==> config.mk <==
export PLATFORM = sky130hd
export DESIGN_NAME = mem_copy_master
export DESIGN_NICKNAME = d
export VERILOG_FILES = /design/src/rtl/mem_copy_pkg.sv /design/src/rtl/mem_copy_master.sv
export SDC_FILE = /design/constraint.sdc
export NUM_CORES = 1
export LEC_CHECK = 0
export ABC_AREA = 1
export CORE_AREA = 2 2 140 142
export DETAILED_ROUTE_END_ITERATION = 10
export DIE_AREA = 0 0 142 144
export PLACE_DENSITY = 0.81
export SLEW_MARGIN = 40
export SYNTH_ARGS = -nofsm -noshare
export SYNTH_HDL_FRONTEND = slang
export SYNTH_SLANG_ARGS = --single-unit
==> constraint.sdc <==
create_clock -name clk -period 1.7 [get_ports clk]
set_input_delay 0.34 -clock clk [delete_from_list [all_inputs] [get_ports clk]]
set_output_delay 0.34 -clock clk [all_outputs]
set_load 0.02 [all_outputs]
==> src/rtl/mem_copy_pkg.sv <==
// Shared definitions for the word-copy bus initiator: FSM state encoding
// and the fixed bus constants used by the datapath.
package mem_copy_pkg;

   typedef enum logic [2:0] {
      IDLE    = 3'd0,
      RD_REQ  = 3'd1,
      RD_WAIT = 3'd2,
      WR_REQ  = 3'd3,
      WR_WAIT = 3'd4,
      FIN     = 3'd5
   } mem_copy_state_e;

   localparam logic [31:0] WORD_BYTES = 32'd4;
   localparam logic [3:0]  FULL_BE    = 4'hF;

endpackage

==> src/rtl/mem_copy_master.sv <==
// Word-copy engine: on a start pulse it reads len_i words from a source
// address and writes each to a destination address, one bus transaction
// outstanding at a time, over the req/gnt/rvalid memory protocol.
// Optional feature macro: MEM_COPY_CHKSUM_EN adds chksum_o, the wrap-around
// sum of every word read without error during the current run.
module mem_copy_master
   import mem_copy_pkg::*;
#(
   parameter int LEN_W = 16
) (
   input  logic             clk,
   input  logic             rst_n,
   input  logic             start_i,
   input  logic [31:0]      src_addr_i,
   input  logic [31:0]      dst_addr_i,
   input  logic [LEN_W-1:0] len_i,
   output logic             busy_o,
   output logic             done_o,
   output logic             err_o,
   output logic             port_req_o,
   input  logic             port_gnt_i,
   input  logic             port_rvalid_i,
   output logic [31:0]      port_addr_o,
   output logic             port_we_o,
   output logic [3:0]       port_be_o,
   output logic [31:0]      port_wdata_o,
   input  logic [31:0]      port_rdata_i,
   input  logic             port_err_i
`ifdef MEM_COPY_CHKSUM_EN
   ,
   output logic [31:0]      chksum_o
`endif
);

   mem_copy_state_e  state_q;
   mem_copy_state_e  state_d;
   logic [31:0]      src_q;
   logic [31:0]      dst_q;
   logic [LEN_W-1:0] count_q;
   logic [31:0]      data_q;
   logic             err_q;

   // State register plus the run context (addresses, remaining count, data
   // buffer, sticky error); addresses advance only after a clean write.
   always_ff @(posedge clk) begin
      if (!rst_n) begin
         state_q <= IDLE;
         src_q   <= '0;
         dst_q   <= '0;
         count_q <= '0;
         data_q  <= '0;
         err_q   <= 1'b0;
      end else begin
         state_q <= state_d;
         case (state_q)
            IDLE: begin
               if (start_i) begin
                  src_q   <= {src_addr_i[31:2], 2'b00};
                  dst_q   <= {dst_addr_i[31:2], 2'b00};
                  count_q <= len_i;
                  err_q   <= 1'b0;
               end
            end
            RD_WAIT: begin
               if (port_rvalid_i) begin
                  if (port_err_i) begin
                     err_q <= 1'b1;
                  end else begin
                     data_q <= port_rdata_i;
                  end
               end
            end
            WR_WAIT: begin
               if (port_rvalid_i) begin
                  if (port_err_i) begin
                     err_q <= 1'b1;
                  end else begin
                     src_q   <= src_q + WORD_BYTES;
                     dst_q   <= dst_q + WORD_BYTES;
                     count_q <= count_q - 1'b1;
                  end
               end
            end
            default: begin
            end
         endcase
      end
   end

   // Next-state decode and bus outputs; request fields come straight from
   // registers so they hold steady while a grant is withheld.
   always_comb begin
      state_d      = state_q;
      port_req_o   = 1'b0;
      port_we_o    = 1'b0;
      port_addr_o  = '0;
      port_wdata_o = '0;
      case (state_q)
         IDLE: begin
            if (start_i) begin
               state_d = (len_i != '0) ? RD_REQ : FIN;
            end
         end
         RD_REQ: begin
            port_req_o  = 1'b1;
            port_addr_o = src_q;
            if (port_gnt_i) begin
               state_d = RD_WAIT;
            end
         end
         RD_WAIT: begin
            if (port_rvalid_i) begin
               state_d = port_err_i ? FIN : WR_REQ;
            end
         end
         WR_REQ: begin
            port_req_o   = 1'b1;
            port_we_o    = 1'b1;
            port_addr_o  = dst_q;
            port_wdata_o = data_q;
            if (port_gnt_i) begin
               state_d = WR_WAIT;
            end
         end
         WR_WAIT: begin
            if (port_rvalid_i) begin
               if (port_err_i || (count_q == LEN_W'(1))) begin
                  state_d = FIN;
               end else begin
                  state_d = RD_REQ;
               end
            end
         end
         FIN: begin
            state_d = IDLE;
         end
         default: begin
            state_d = IDLE;
         end
      endcase
   end

   assign busy_o    = (state_q != IDLE) && (state_q != FIN);
   assign done_o    = (state_q == FIN);
   assign err_o     = err_q;
   assign port_be_o = FULL_BE;

`ifdef MEM_COPY_CHKSUM_EN
   logic [31:0] chksum_q;

   // Running sum of clean read data; cleared when a new run is accepted.
   always_ff @(posedge clk) begin
      if (!rst_n) begin
         chksum_q <= '0;
      end else if ((state_q == IDLE) && start_i) begin
         chksum_q <= '0;
      end else if ((state_q == RD_WAIT) && port_rvalid_i && !port_err_i) begin
         chksum_q <= chksum_q + port_rdata_i;
      end
   end

   assign chksum_o = chksum_q;
`endif

endmodule

Yosys cells after proc, flatten, opt, wreduce, memory -nomap -nowiden. Index checks and enable logic that the tools add are counted.

Register bits: 116. Output and inout bits: 73. Word-level logic and storage cells: 67. Input bits: 118.

Equality and inequality tests: 15. Mux-type cells: 29. Reduce and logical (&&, ||, !) cells: 13. Add/subtract/negate cells: 3. Bitwise operators: 1.

Operators with widths (count): 2-to-1 mux 32 bit (7); case mux 32 bit (2 select lines) (3); adder 32 x 3 -> 32 bit, second input constant (2); 2-to-1 mux 16 bit (3); case mux 16 bit (2 select lines) (1); 2-to-1 mux 3 bit (8); == test 16 x 1 -> 1 bit, second input constant (1); nonzero test 16 bit (1); subtractor 16 x 1 -> 16 bit, second input constant (1); case mux 3 bit (5 select lines) (1); != test 2 bit, second input constant (6); AND reduction 4 bit (2); == test 3 x 2 -> 1 bit, second input constant (2); == test 3 bit, second input constant (2); 2-to-1 mux 1 bit (5); AND reduction 5 bit (1); != test 2 x 1 -> 1 bit, second input constant (2); nonzero test 2 bit (2); OR reduction 2 bit (2); == test 3 x 1 -> 1 bit, second input constant (1); zero test 3 bit (1); != test 3 bit, second input constant (1); AND reduction 3 bit (1); nonzero test 3 bit (1); other kinds (4) (4).

Depth between registers and ports, before layout. Gate-level depths: netlist of run 1.

Depth in word-level cells: 5. Mapped depth: 10. Mapped depth without buffers: 10.

Least setup slack after synthesis of run 1. OpenSTA, ideal clock, no wires.

Path kind: flip-flop to output port. Start point: register state_q[0]. End point: output port_addr_o[18]. Arrival time: 1813 ps. Path buffers: 2. Setup slack: -453 ps. Cell stages (with the launch flop): 9. Data required time: 1360 ps. Cell sequence: dfxtp_1 > inv_2 > nor2_2 > inv_2 > nor2_4 > inv_2 > buf_2 > buf_2 > o22ai_1.

Cells in the longest elaborated chain, start to end: 2. Elaborated cells on any way between the ends: 3. Those cells by class: eq/ne: 2; mux: 1.

Ends and longest elaborated chain: start: declaration (RTL line mem_copy_master.sv:35) `mem_copy_state_e state_q;`; start signal: assignment (RTL line mem_copy_master.sv:54) `state_q <= state_d;`; == test 3 x 2 -> 1 bit or == test 3 x 1 -> 1 bit (tied branches) (RTL line mem_copy_master.sv:98) `case (state_q)`; case mux 32 bit (2 select lines) * (RTL line mem_copy_master.sv:98); end: declaration (RTL line mem_copy_master.sv:23) `output logic [31:0] port_addr_o,`.

Every way passes the cells marked *; elsewhere a longest branch is shown, timed or not.

Worst setup path after layout of run 1.
Start point: register state_q[2]. End point: register src_q[8].

Cells in the longest elaborated chain, start to end: 3. Elaborated cells on any way between the ends: 8. Those cells by class: eq/ne: 4; mux: 1; reduce/logical: 3.

Ends and longest elaborated chain: == test 3 bit or zero test 3 bit (tied branches) (RTL line mem_copy_master.sv:55) `case (state_q)`; != test 2 bit (no line) or nonzero test 2 bit (tied branches); AND reduction 4 bit (no line); end signal: assignment (RTL line mem_copy_master.sv:58) `src_q <= {src_addr_i[31:2], 2'b00};`; end signal: assignment (RTL line mem_copy_master.sv:78) `src_q <= src_q + WORD_BYTES;`; end: declaration (RTL line mem_copy_master.sv:37) `logic [31:0] src_q;`.

Several ways; a longest one is shown, not always the timed one. A chain may end at the register's enable or synchronous reset.

==> summary.txt, run 1 <==
Placed design
  – Dpl cells: 1765
  – Dpl cell area: 10600 µm²
  – Placer's final routability congestion estimate: 0.991
  – Placed wire-length estimate after detailed placement: 20500 µm
  – Number of I/O port buffers: 180

Drt
  – Wire per inst: 19.3 µm
  – Vias per std cell: 5.71
  – Vias after detailed routing: 10500
  – Pre-antenna DRT Iters: 7
  – DRC violations left: 0
  – Total wire length: 35700 µm
  – Number of routed nets with antenna violations: 0
  – Violation count after the first detailed-routing iteration: 1034

Yosys
  – Warning count from the yosys run: 0
  – Most instantiated flip-flop cell in the synthesis netlist: dfxtp_1
  – Average cell area after synthesis: 5.74 µm²
  – Number of synthesized register bits: 112
  – Share of synthesized flip-flops with an asynchronous set or reset: 0%
  – Fraction of the yosys area taken by sequential cells: 30.0%
  – Unique cell type count in the Yosys netlist: 30
  – Post-synthesis instance area: 7470 µm²
  – Count of flip-flops with a built-in enable after synthesis: 0
  – Post-Syn Instances: 1301

Pwr
  – Switching component of the power: 7.12 mW
  – Clock power frac: 15.2%
  – Maximum ir drop on the vdd rail: 0.751 mV
  – Comb power frac: 61.8%
  – Switching portion of total power: 43.6%
  – Share of power burned in registers: 23.1%
  – Power per standard cell area: 1210 nW/µm²
  – Internal power: 9.20 mW
  – Leakage dissipation: 5.11 nW

Timing
  – Slew @ Worst Pin: 0.550 ns
  – Maximum frequency from static timing analysis: 487 MHz
  – Worst-case headroom to the max-slew limit: 63.2%
  – Final Max Tran Viols: 0
  – Final setup fails: 141
  – Worst Clk Skew: 0.0125 ns
  – Shortest period the worst path allows: 2.06 ns
  – Period utilisation layout: 121%
  – Worst Setup Slack, final: -0.355 ns
  – Unrepaired setup endpoints after global routing: yes
  – Number of endpoints with negative hold slack in the final report: 0

Critical path
  – Family with the most delay on the worst path: simple AND/OR/NAND/NOR gates
  – Worst Path Class, Setup: reg -> reg
  – Count of buffering cells on the critical path with inverters included: 4
  – Endpoint of the lowest-slack register-to-register path: src_q[8]
  – List of cells traversed by the critical path: buf_6, nand2_4, buf_6, nor2_4, buf_6, buf_16, nand3_1, o22ai_2, nand2_2, nand2_1, a21oi_1
  – CP Data Arrival Time: 2.31 ns
  – Cell with the most instances on the worst path: buf_6
  – Cell with the biggest individual delay on the critical path: o22ai_2
  – Worst Path Max Fanout: 5
  – Worst reg2reg path depth: 11
  – Worst path max stage delay: 0.38 ns
  – Launching point of the worst reg2reg path: state_q[2]
  – Setup crit start kind: flip-flop
  – Endpoint required time on the critical path: 1.96 ns
  – Slack of the worst reg-to-reg path: -0.36 ns
  – Type of destination of the critical path: flip-flop

Clock network
  – Deepest level of the CTS H-tree: 3
  – Clock latency reported for the late side of the worst-skew pair: 0.37 ns
  – TritonCTS clock tree: done
  – Number of buffers inserted during clock tree synthesis: 9
  – Clk root buf: clkbuf_16
  – Sinks on the clock net: 112
  – Clock slew at reported path FFs: 0.08 ns
  – Max Buffers Root-to-Sink: 2
  – Hold-fix buffer count after cts: 0

Global routing
  – Global-route wire length before repair: 48700 µm
  – Vias in the first global route: 9315
  – Largest net degree at the start of global routing: 63
  – Number of antenna violations at the first check in global routing: 1
  – Grt ovf: 0
  – Overall Global Routing Usage: 30.3%

Floorplanning
  – Die Area: 20400 µm²
  – Die Width: 142 µm
  – Floorplan row count: 51
  – Overall die height: 144 µm
  – Number of placed I/O pins: 191
  – Starting utilization of the core area: 39.2%
  – Core Region: 19100 µm²

Cells and area
  – Number of nets in the final layout: 1723
  – Fraction of final layout cells with drive strength greater than 1: 34.0%
  – Area delta synth->final: 79.8%
  – Final instance area: 13400 µm²
  – Final standard cell count with taps included and fillers excluded: 1845

Run status
  – Run status: finished, violations left
  – Violated checks: negative setup slack

Worst hold path
  – Hold Crit Depth: 2
  – Class of the tightest hold or removal check: reg -> reg
  – Hold path endpoint: count_q[9]
  – Source of the worst hold timing path: count_q[9]

Run
  – Number of maximum-capacitance violations: 0
==> tightest hold or removal path, delay by kind of cell, from the launching register on <==
family	cells	cell delay, ns
flip-flops	1	0.33
AND/OR/NAND/NOR	1	0.06
AO/OA/AOI/OAI	1	0.05
==> timing repair <==
action	4_1_cts	5_1_grt
gates resized for setup	548	266
pin swaps	28	83
cloned	21	10
buffers inserted	28	13
endpoints found under the setup margin	129	177
==> state kept, by name, summed over array words and instances, names as in the netlist <==
name,count
err_o,1
count_q,16
state_q,3
src_q,30
dst_q,30
data_q,32
==> power by group through the flow <==
stage,Sequential [mW],Combinational [mW],Clock [mW]
floorplan,3.70,3.37,0
global placement,3.68,5.65,0
detailed placement,3.71,5.73,0
CTS,3.66,8.56,2.47
global route,3.82,10.5,2.59
finish,3.76,10.1,2.47
==> per-stage QoR <==
step	total power [mW]	setup TNS (ns)	hold slack, ns	setup slack, ns	util [%]
4_1_cts	14.7	-25.63	0.487	-0.308	65.0
2_1_floorplan	7.06	-5.04	0.457	-0.151	-
3_5_place_dp	9.44	-27.56	0.468	-0.398	55.6
3_3_place_gp	9.33	-24.56	0.448	-0.335	55.6
5_1_grt	16.9	-35.21	0.499	-0.396	70.4
6_report	16.3	-24.36	0.489	-0.355	70.4
==> per-layer routing <==
layer	track usage (%)	routed length, µm
met5	0	0
met2	48.6	16300
met1	36.2	12700
met4	20.6	2870
met3	7.12	3850
==> logic make-up after synthesis <==
family / count (synthesis) / share of synthesized area, %
fa+ha+maj: 4 / 0.670
xor+xnor: 2 / 0.234
simple gates: 740 / 40.7
other cells: 2 / 0.101
compound gates: 243 / 17.3
flops: 112 / 30.0
buf+inv: 198 / 11.1
==> synthesized netlist by cell type, drive strengths merged, types with 4 or more instances <==
| library cell | n | area (µm²) |
|---|---|---|
| nand3b | 8 | 60.1 |
| or2 | 4 | 25.0 |
| nor2 | 235 | 928 |
| nand3 | 97 | 485 |
| dfxtp | 112 | 2240 |
| o22ai | 28 | 175 |
| inv | 133 | 499 |
| ha | 4 | 50.1 |
| nor3 | 10 | 50.1 |
| o21ai | 93 | 465 |
| nand4 | 12 | 81.3 |
| buf | 39 | 229 |
| a32o | 6 | 60.1 |
| a21oi | 111 | 556 |
| nand2 | 374 | 1410 |
| clkbuf | 26 | 97.6 |
==> area by class of cell <==
cell class                 instances  area, µm²
clock buffer                      12        256
antenna                            1       2.50
timing repair inverter             1       11.3
clock inverter                     4       76.3
fill                            1359       5650
inverter                         133        514
tap                              238        298
sequential                       112       2260
multi-input combinational        995       5950
timing repair buffer             349       4070
==> cells in the final DEF (no fill, tap or decap), types with 8 or more instances in the layout <==
cell / Yosys / routed
nand2_1: 372 / 296
nor2_1: 228 / 156
inv_1: 126 / 126
clkdlybuf4s50_1: 0 / 113
dfxtp_1: 112 / 106
buf_4: 15 / 93
nand3_1: 97 / 87
buf_6: 0 / 76
nor2_4: 3 / 59
a21oi_1: 111 / 57
a21oi_2: 0 / 54
nand2_2: 2 / 46
o21ai_1: 19 / 43
buf_12: 0 / 31
nand2_4: 0 / 30
o21ai_0: 74 / 26
o21ai_2: 0 / 22
nor2_2: 3 / 19
clkbuf_16: 0 / 16
o22ai_4: 0 / 15
buf_16: 0 / 14
o22ai_2: 0 / 11
nand4_1: 11 / 11
buf_8: 0 / 10
nand3_2: 0 / 9
nand3b_1: 8 / 8
==> worst max-delay path by stage <==
stage	start	to	slack [ns]	cells after the start
floorplan	state_q[0]	port_addr_o[16]	-0.15	5
global placement	state_q[0]	port_addr_o[14]	-0.33	6
detailed placement	state_q[0]	port_addr_o[14]	-0.40	6
CTS	state_q[0]	port_wdata_o[22]	-0.31	9
global route	state_q[0]	port_wdata_o[26]	-0.40	9
finish	state_q[2]	src_q[8]	-0.36	11
Power figures use the tool's default switching activity.
==> run 2, diff against run 1 <==
--- a/config.mk
+++ b/config.mk
@@ -7,10 +7,12 @@
 export LEC_CHECK = 0
 export ABC_AREA = 1
 export CORE_AREA = 2 2 140 142
+export CTS_CLUSTER_DIAMETER = 40
 export DETAILED_ROUTE_END_ITERATION = 10
 export DIE_AREA = 0 0 142 144
-export PLACE_DENSITY = 0.81
+export PLACE_DENSITY = 0.73
 export SLEW_MARGIN = 40
 export SYNTH_ARGS = -nofsm -noshare
 export SYNTH_HDL_FRONTEND = slang
 export SYNTH_SLANG_ARGS = --single-unit
+export TNS_END_PERCENT = 30
==> run 2 against run 1 <==
Compared with the run above: the run still ends with negative setup slack left; worst hold slack lost 0.19 ns; die area unchanged; sequential share of layout area is 2.9 points higher; fmax grew 3.0%; global-route usage is 3.7 points lower; non-clock buffer count decreased by 47; critical path depth is 3 lower; critical endpoint is now port_addr_o[14].
==> summary.txt, run 2 (synthesis results as in run 1) <==
Clock network
  – Deepest level of the CTS H-tree: 3 (unchanged)
  – Number of buffers inserted during clock tree synthesis: 9 (unchanged)
  – Hold-fix buffer count after cts: 0 (unchanged)
  – Clk root buf: clkbuf_16 (unchanged)
  – TritonCTS clock tree: done (unchanged)
  – Sinks on the clock net: 112 (unchanged)
  – Clock slew at reported path FFs: 0.08 ns (about the same)
  – Clock latency reported for the late side of the worst-skew pair: 0.37 ns (about the same)
  – Max Buffers Root-to-Sink: 2 (unchanged)

Global routing
  – Grt ovf: 0 (unchanged)
  – Largest net degree at the start of global routing: 54 (was 63)
  – Overall Global Routing Usage: 26.6% (was 30.3%)
  – Vias in the first global route: 8387 (was 9315)
  – Global-route wire length before repair: 43200 µm (was 48700 µm)
  – Number of antenna violations at the first check in global routing: 0 (was 1)

Cells and area
  – Commonest cells after routing, fill and taps aside: nand2_1 (368), nor2_1 (187), inv_1 (125), clkdlybuf4s50_1 (112) (was nand2_1 (296), nor2_1 (156), inv_1 (126), clkdlybuf4s50_1 (113), dfxtp_1 (106))
  – Antenna diodes: 0 (was 1)
  – Register name with the most flops: data_q (unchanged)
  – Final instance area: 11400 µm² (was 13400 µm²)
  – Most common library cell in the layout ignoring fill and taps: nand2_1 (unchanged)
  – Flip-flop count of the largest register, all copies and words added: 32 (unchanged)
  – Fraction of final layout cells with drive strength greater than 1: 20.5% (was 34.0%)
  – Util after Layout: 60.0% (was 70.4%)
  – Leading registers by flop count: data_q: 32 flops, dst_q: 30 flops, src_q: 30 flops (unchanged)
  – Area delta synth->final: 53.1% (was 79.8%)
  – Number of nets in the final layout: 1675 (was 1723)

Placed design
  – Placed wire-length estimate after detailed placement: 20900 µm (was 20500 µm)
  – Placement-stage worst setup slack: -0.385 ns (was -0.398 ns)
  – Placer's final routability congestion estimate: 0.940 (was 0.991)
  – Dpl cell area: 10500 µm² (was 10600 µm²)
  – Number of I/O port buffers: 180 (unchanged)

Drt
  – Violation count after the first detailed-routing iteration: 680 (was 1034)
  – Wire per inst: 15.9 µm (was 19.3 µm)
  – Pre-antenna DRT Iters: 5 (was 7)
  – Number of routed nets with antenna violations: 0 (unchanged)
  – Vias per std cell: 5.21 (was 5.71)
  – DRC violations left: 0 (unchanged)
  – Total wire length: 28500 µm (was 35700 µm)
  – Vias after detailed routing: 9355 (was 10500)

Critical path
  – Launching point of the worst reg2reg path: state_q[2] (unchanged)
  – CP Data Arrival Time: 1.66 ns (was 2.31 ns)
  – Setup crit start kind: flip-flop (unchanged)
  – Worst Path Class, Setup: reg -> out (was reg -> reg)
  – Cell with the biggest individual delay on the critical path: dfxtp_4 (was o22ai_2)
  – Endpoint required time on the critical path: 1.36 ns (was 1.96 ns)
  – Endpoint of the lowest-slack register-to-register path: src_q[27] (was src_q[8])
  – Worst path max stage delay: 0.36 ns (was 0.38 ns)
  – Worst reg2reg path depth: 11 (unchanged)
  – Worst Path Max Fanout: 8 (was 5)
  – Cell with the most instances on the worst path: nor2_4 (was buf_6)
  – Slack of the worst reg-to-reg path: -0.10 ns (was -0.36 ns)
  – List of cells traversed by the critical path: inv_4, nor2_4, inv_2, nor2_4, inv_8, clkbuf_16, o22ai_2, buf_6 (was buf_6, nand2_4, buf_6, nor2_4, buf_6, buf_16, nand3_1, o22ai_2, nand2_2, nand2_1, a21oi_1)
  – Type of destination of the critical path: primary output (was flip-flop)

Floorplanning
  – Overall die height: 144 µm (unchanged)
  – Starting utilization of the core area: 39.2% (unchanged)
  – Floorplan row count: 51 (unchanged)
  – Die Area: 20400 µm² (unchanged)
  – Number of placed I/O pins: 191 (unchanged)
  – Core Region: 19100 µm² (unchanged)
  – Die Width: 142 µm (unchanged)

Timing
  – Period utilisation layout: 117% (was 121%)
  – Worst Clk Skew: 0.00976 ns (was 0.0125 ns)
  – Final setup fails: 82 (was 141)
  – Final Max Tran Viols: 0 (unchanged)
  – Shortest period the worst path allows: 2.00 ns (was 2.06 ns)
  – Unrepaired setup endpoints after global routing: yes (unchanged)
  – Sum of negative setup slack: -16.53 ns (was -24.36 ns)
  – Worst Setup Slack, final: -0.295 ns (was -0.355 ns)
  – Maximum frequency from static timing analysis: 501 MHz (was 487 MHz)
  – Number of endpoints with negative hold slack in the final report: 0 (unchanged)

Worst hold path
  – Class of the tightest hold or removal check: in -> reg (was reg -> reg)
  – Source of the worst hold timing path: rst_n (was count_q[9])
  – Hold path endpoint: src_q[17] (was count_q[9])
  – Hold Crit Depth: 3 (was 2)

Run
  – Number of maximum-capacitance violations: 0 (unchanged)

Pwr
  – Leakage dissipation: 4.36 nW (was 5.11 nW)
  – Maximum ir drop on the vdd rail: 0.615 mV (was 0.751 mV)
  – Power per standard cell area: 1080 nW/µm² (was 1210 nW/µm²)
  – Overall power after layout: 12.3 mW (was 16.3 mW)

Run status
  – Violated checks: negative setup slack (unchanged)
  – Run status: finished, violations left (unchanged)
[run 2: power breakdown]
| part | switching [mW] | internal, mW | leakage (nW) |
|---|---|---|---|
| Combinational | 3.67 | 2.66 | 3.29 |
| Clock | 1.13 | 1.16 | 0.146 |
| Sequential | 0.525 | 3.20 | 0.921 |
| Total | 5.32 | 7.02 | 4.36 |
[run 2: worst max-delay path by stage]
stage,from,to,slack (ns)
after floorplan,state_q[0],port_addr_o[10],-0.17
after global placement,state_q[0],port_addr_o[3],-0.28
after detailed placement,state_q[0],port_addr_o[4],-0.39
after CTS,state_q[0],port_addr_o[31],-0.31
after global routing,state_q[0],port_addr_o[15],-0.36
final,state_q[0],port_addr_o[14],-0.30
[run 2: critical path: cells and delay by family, from the launching register on]
family / cells / cell delay (ns)
AO/OA/AOI/OAI: 1 / 0.11
flip-flops: 1 / 0.36
AND/OR/NAND/NOR: 2 / 0.28
buffers and inverters: 5 / 0.53
[run 2: metrics by stage]
step                      std cells  hold WS, ns
after floorplan                1305        0.448
after global placement         1770        0.466
after detailed placement       1770        0.466
after CTS                      1787        0.294
after global routing           1796        0.303
final                          1796        0.298
[run 2: what timing repair did]
action                                  CTS  global route
setup buffers                             0             4
gates resized for setup                 327           152
pin swaps                                 3            25
endpoints found under the hold margin     0             0
endpoints found under the setup margin  128           164
gates cloned                              1             5
[run 2: routing by layer]
| metal | routed length (µm) | part of all wire (%) | GRT usage [%] | vias up |
|---|---|---|---|---|
| met1 | 12200 | 43 | 35.4 | 4216 |
| met5 | 0 | 0 | 0 | - |
| met4 | 625 | 2.2 | 7.95 | 0 |
| met3 | 2420 | 8.5 | 4.77 | 45 |
| li1 | - | - | - | 4682 |
| met2 | 13300 | 46 | 44.1 | 412 |
[run 2: cell type report]
type                       count  area, µm²
clock inverter                 7       77.6
multi-input combinational    995       5000
fill                        1781       7640
tap                          238        298
clock buffer                   9        225
sequential                   112       2250
timing repair buffer         302       3080
inverter                     133        509
==> run 3, diff against run 2 <==
--- a/config.mk
+++ b/config.mk
@@ -6,11 +6,12 @@
 export NUM_CORES = 1
 export LEC_CHECK = 0
 export ABC_AREA = 1
-export CORE_AREA = 2 2 140 142
+export CORE_AREA = 2 2 138 140
 export CTS_CLUSTER_DIAMETER = 40
 export DETAILED_ROUTE_END_ITERATION = 10
-export DIE_AREA = 0 0 142 144
-export PLACE_DENSITY = 0.73
+export DIE_AREA = 0 0 140 142
+export PLACE_DENSITY = 0.75
+export SETUP_SLACK_MARGIN = 0.2
 export SLEW_MARGIN = 40
 export SYNTH_ARGS = -nofsm -noshare
 export SYNTH_HDL_FRONTEND = slang
==> run 3 against run 2 <==
Compared with the run above: the flow finishes with violations (design-rule violations, negative setup slack); sequential power is essentially flat; first-iteration DRC count grew 39%; largest power group unchanged; utilization grew 3.4 points; critical path depth grew 1.
==> summary.txt, run 3 (synthesis results as in run 1) <==
Run status
  – Run status: finished, violations left (unchanged)
  – Violated checks: design-rule violations, negative setup slack (was negative setup slack)

Clock network
  – Clk root buf: clkbuf_16 (unchanged)
  – Max Buffers Root-to-Sink: 2 (unchanged)
  – Deepest level of the CTS H-tree: 3 (unchanged)
  – Hold-fix buffer count after cts: 0 (unchanged)
  – TritonCTS clock tree: done (unchanged)
  – Sinks on the clock net: 112 (unchanged)
  – Clock latency reported for the late side of the worst-skew pair: 0.37 ns (about the same)
  – Number of buffers inserted during clock tree synthesis: 9 (unchanged)
  – Clock slew at reported path FFs: 0.07 ns (was 0.08 ns)

Timing
  – Worst Clk Skew: 0.0160 ns (was 0.00976 ns)
  – Period utilisation layout: 120% (was 117%)
  – Final Max Tran Viols: 0 (unchanged)
  – Worst Setup Slack, final: -0.335 ns (was -0.295 ns)
  – Number of endpoints with negative hold slack in the final report: 0 (unchanged)
  – Shortest period the worst path allows: 2.03 ns (was 2.00 ns)
  – Unrepaired setup endpoints after global routing: yes (unchanged)
  – Worst Hold Slack: 0.353 ns (was 0.298 ns)
  – Final setup fails: 66 (was 82)
  – Maximum frequency from static timing analysis: 491 MHz (was 501 MHz)

Global routing
  – Vias in the first global route: 8791 (was 8387)
  – Overall Global Routing Usage: 28.2% (was 26.6%)
  – Global-route wire length before repair: 45000 µm (was 43200 µm)
  – Grt ovf: 0 (unchanged)
  – Largest net degree at the start of global routing: 39 (was 54)
  – Number of antenna violations at the first check in global routing: 0 (unchanged)

Pwr
  – Switching portion of total power: 43.0% (was 43.1%)
  – Comb power frac: 51.9% (was 51.3%)
  – Power per standard cell area: 1070 nW/µm² (was 1080 nW/µm²)
  – Internal power: 7.17 mW (was 7.02 mW)
  – Clock power frac: 18.6% (about the same)
  – Share of power burned in registers: 29.5% (was 30.2%)
  – Leakage dissipation: 4.48 nW (was 4.36 nW)
  – Switching component of the power: 5.41 mW (was 5.32 mW)
  – Overall power after layout: 12.6 mW (was 12.3 mW)
  – Maximum ir drop on the vdd rail: 0.666 mV (was 0.615 mV)

Worst hold path
  – Class of the tightest hold or removal check: in -> reg (unchanged)
  – Hold Crit Depth: 3 (unchanged)

Cells and area
  – Leading registers by flop count: data_q: 32 flops, dst_q: 30 flops, src_q: 30 flops (unchanged)
  – Most common library cell in the layout ignoring fill and taps: nand2_1 (unchanged)
  – Register name with the most flops: data_q (unchanged)
  – Fraction of final layout cells with drive strength greater than 1: 21.1% (was 20.5%)
  – Commonest cells after routing, fill and taps aside: nand2_1 (364), nor2_1 (183), inv_1 (126), clkdlybuf4s50_1 (112), dfxtp_1 (108) (was nand2_1 (368), nor2_1 (187), inv_1 (125), clkdlybuf4s50_1 (112))
  – Antenna diodes: 0 (unchanged)
  – Area of the multi-input gates: 5120 µm² (was 5000 µm²)
  – Number of nets in the final layout: 1677 (was 1675)
  – Area delta synth->final: 56.6% (was 53.1%)
  – Fill count: 1648 (was 1781)
  – Footprint of the flip-flops and latches: 2250 µm² (about the same)
  – Flip-flop count of the largest register, all copies and words added: 32 (unchanged)

Critical path
  – Worst Path Max Fanout: 11 (was 8)
  – Type of destination of the critical path: primary output (unchanged)
  – Endpoint required time on the critical path: 1.36 ns (about the same)
  – Worst Path Class, Setup: reg -> out (unchanged)
  – Worst reg2reg path depth: 10 (was 11)
  – Setup crit start kind: flip-flop (unchanged)
  – CP Data Arrival Time: 1.69 ns (was 1.66 ns)

Floorplanning
  – Number of placed I/O pins: 191 (unchanged)
  – Core Region: 18500 µm² (was 19100 µm²)
  – Die Area: 19900 µm² (was 20400 µm²)
  – Overall die height: 142 µm (was 144 µm)
  – Die Width: 140 µm (was 142 µm)
  – Starting utilization of the core area: 40.5% (was 39.2%)
  – Floorplan row count: 50 (was 51)

Drt
  – Wire per inst: 16.4 µm (was 15.9 µm)
  – Total wire length: 29300 µm (was 28500 µm)
  – Vias after detailed routing: 9570 (was 9355)
  – DRC violations left: 13 (was 0)
  – Vias per std cell: 5.33 (was 5.21)
  – Pre-antenna DRT Iters: 10 (was 5)
  – Violation count after the first detailed-routing iteration: 945 (was 680)
  – Number of routed nets with antenna violations: 0 (unchanged)

Placed design
  – Placed wire-length estimate after detailed placement: 20700 µm (was 20900 µm)
  – Number of I/O port buffers: 180 (unchanged)
  – Placer's final routability congestion estimate: 0.972 (was 0.940)

Run
  – Number of maximum-capacitance violations: 0 (unchanged)
==> run 3: changes by cell type in the layout (fill, tap and decap cells not counted), sizes merged <==
cell | before | now
bufbuf | 0 | 1
bufinv | 1 | 2
clkinvlp | 1 | 0
clkbuf | 13 | 14
inv | 135 | 132
buf | 184 | 187
==> run 3: per-layer routing <==
| layer | vias to the layer above | wire length (µm) | global-route usage, % | part of all wire (%) |
|---|---|---|---|---|
| li1 | 4677 | - | - | - |
| met1 | 4350 | 12100 | 36.9 | 41 |
| met2 | 467 | 13300 | 45.1 | 45 |
| met3 | 76 | 2770 | 5.55 | 9.4 |
| met4 | 0 | 1160 | 13.4 | 4.0 |
| met5 | - | 0 | 0 | 0 |
==> run 3: stage by stage <==
step,TNS [ns],instances,area [µm²],utilization (%),setup slack (ns)
CTS,-19.65,1788,11400,61.7,-0.346
global route,-23.08,1794,11700,63.4,-0.395
detailed placement,-31.06,1761,10500,56.7,-0.410
floorplan,-6.56,1305,7740,-,-0.171
global placement,-25.90,1761,10500,56.7,-0.329
finish,-17.69,1794,11700,63.4,-0.335
==> run 3: final cells by class <==
cell class | count | share of cell area [%]
multi-input combinational | 995 | 43.8
tap | 234 | 2.50
clock buffer | 12 | 2.28
inverter | 133 | 4.45
timing repair buffer | 304 | 27.4
clock inverter | 4 | 0.417
sequential | 112 | 19.2
==> run 3: power by group through the flow <==
stage	clock network, mW	logic (mW)	registers, mW
2_1_floorplan	0	3.30	3.70
3_3_place_gp	0	5.49	3.72
3_5_place_dp	0	5.55	3.73
4_1_cts	2.35	6.05	3.68
5_1_grt	2.48	7.06	3.77
6_report	2.34	6.53	3.70
==> run 3: path summary, 6_finish.rpt <==
check,endpoint,slack [ns],from
worst min-delay path,state_q[0],0.35,rst_n
worst min register to register,data_q[23],0.48,data_q[23]
worst max-delay path,port_wdata_o[29],-0.33,state_q[0]
worst max register to register,src_q[13],-0.04,state_q[1]
==> run 3: what timing repair did <==
item                                    4_1_cts  5_1_grt
setup buffers                                 6        3
endpoints found under the setup margin      175      178
pin swaps                                     7       24
cloned                                        5        3
gates resized for setup                     447       87
==> run 3: critical path, cell delays in order, from the launching register on <==
cell      delay (ns)
dfxtp_4         0.36
inv_4           0.04
nor2_4          0.08
inv_2           0.06
nor2_4          0.11
clkinv_4        0.11
buf_12          0.16
buf_16          0.17
nor2_4          0.12
buf_6           0.13
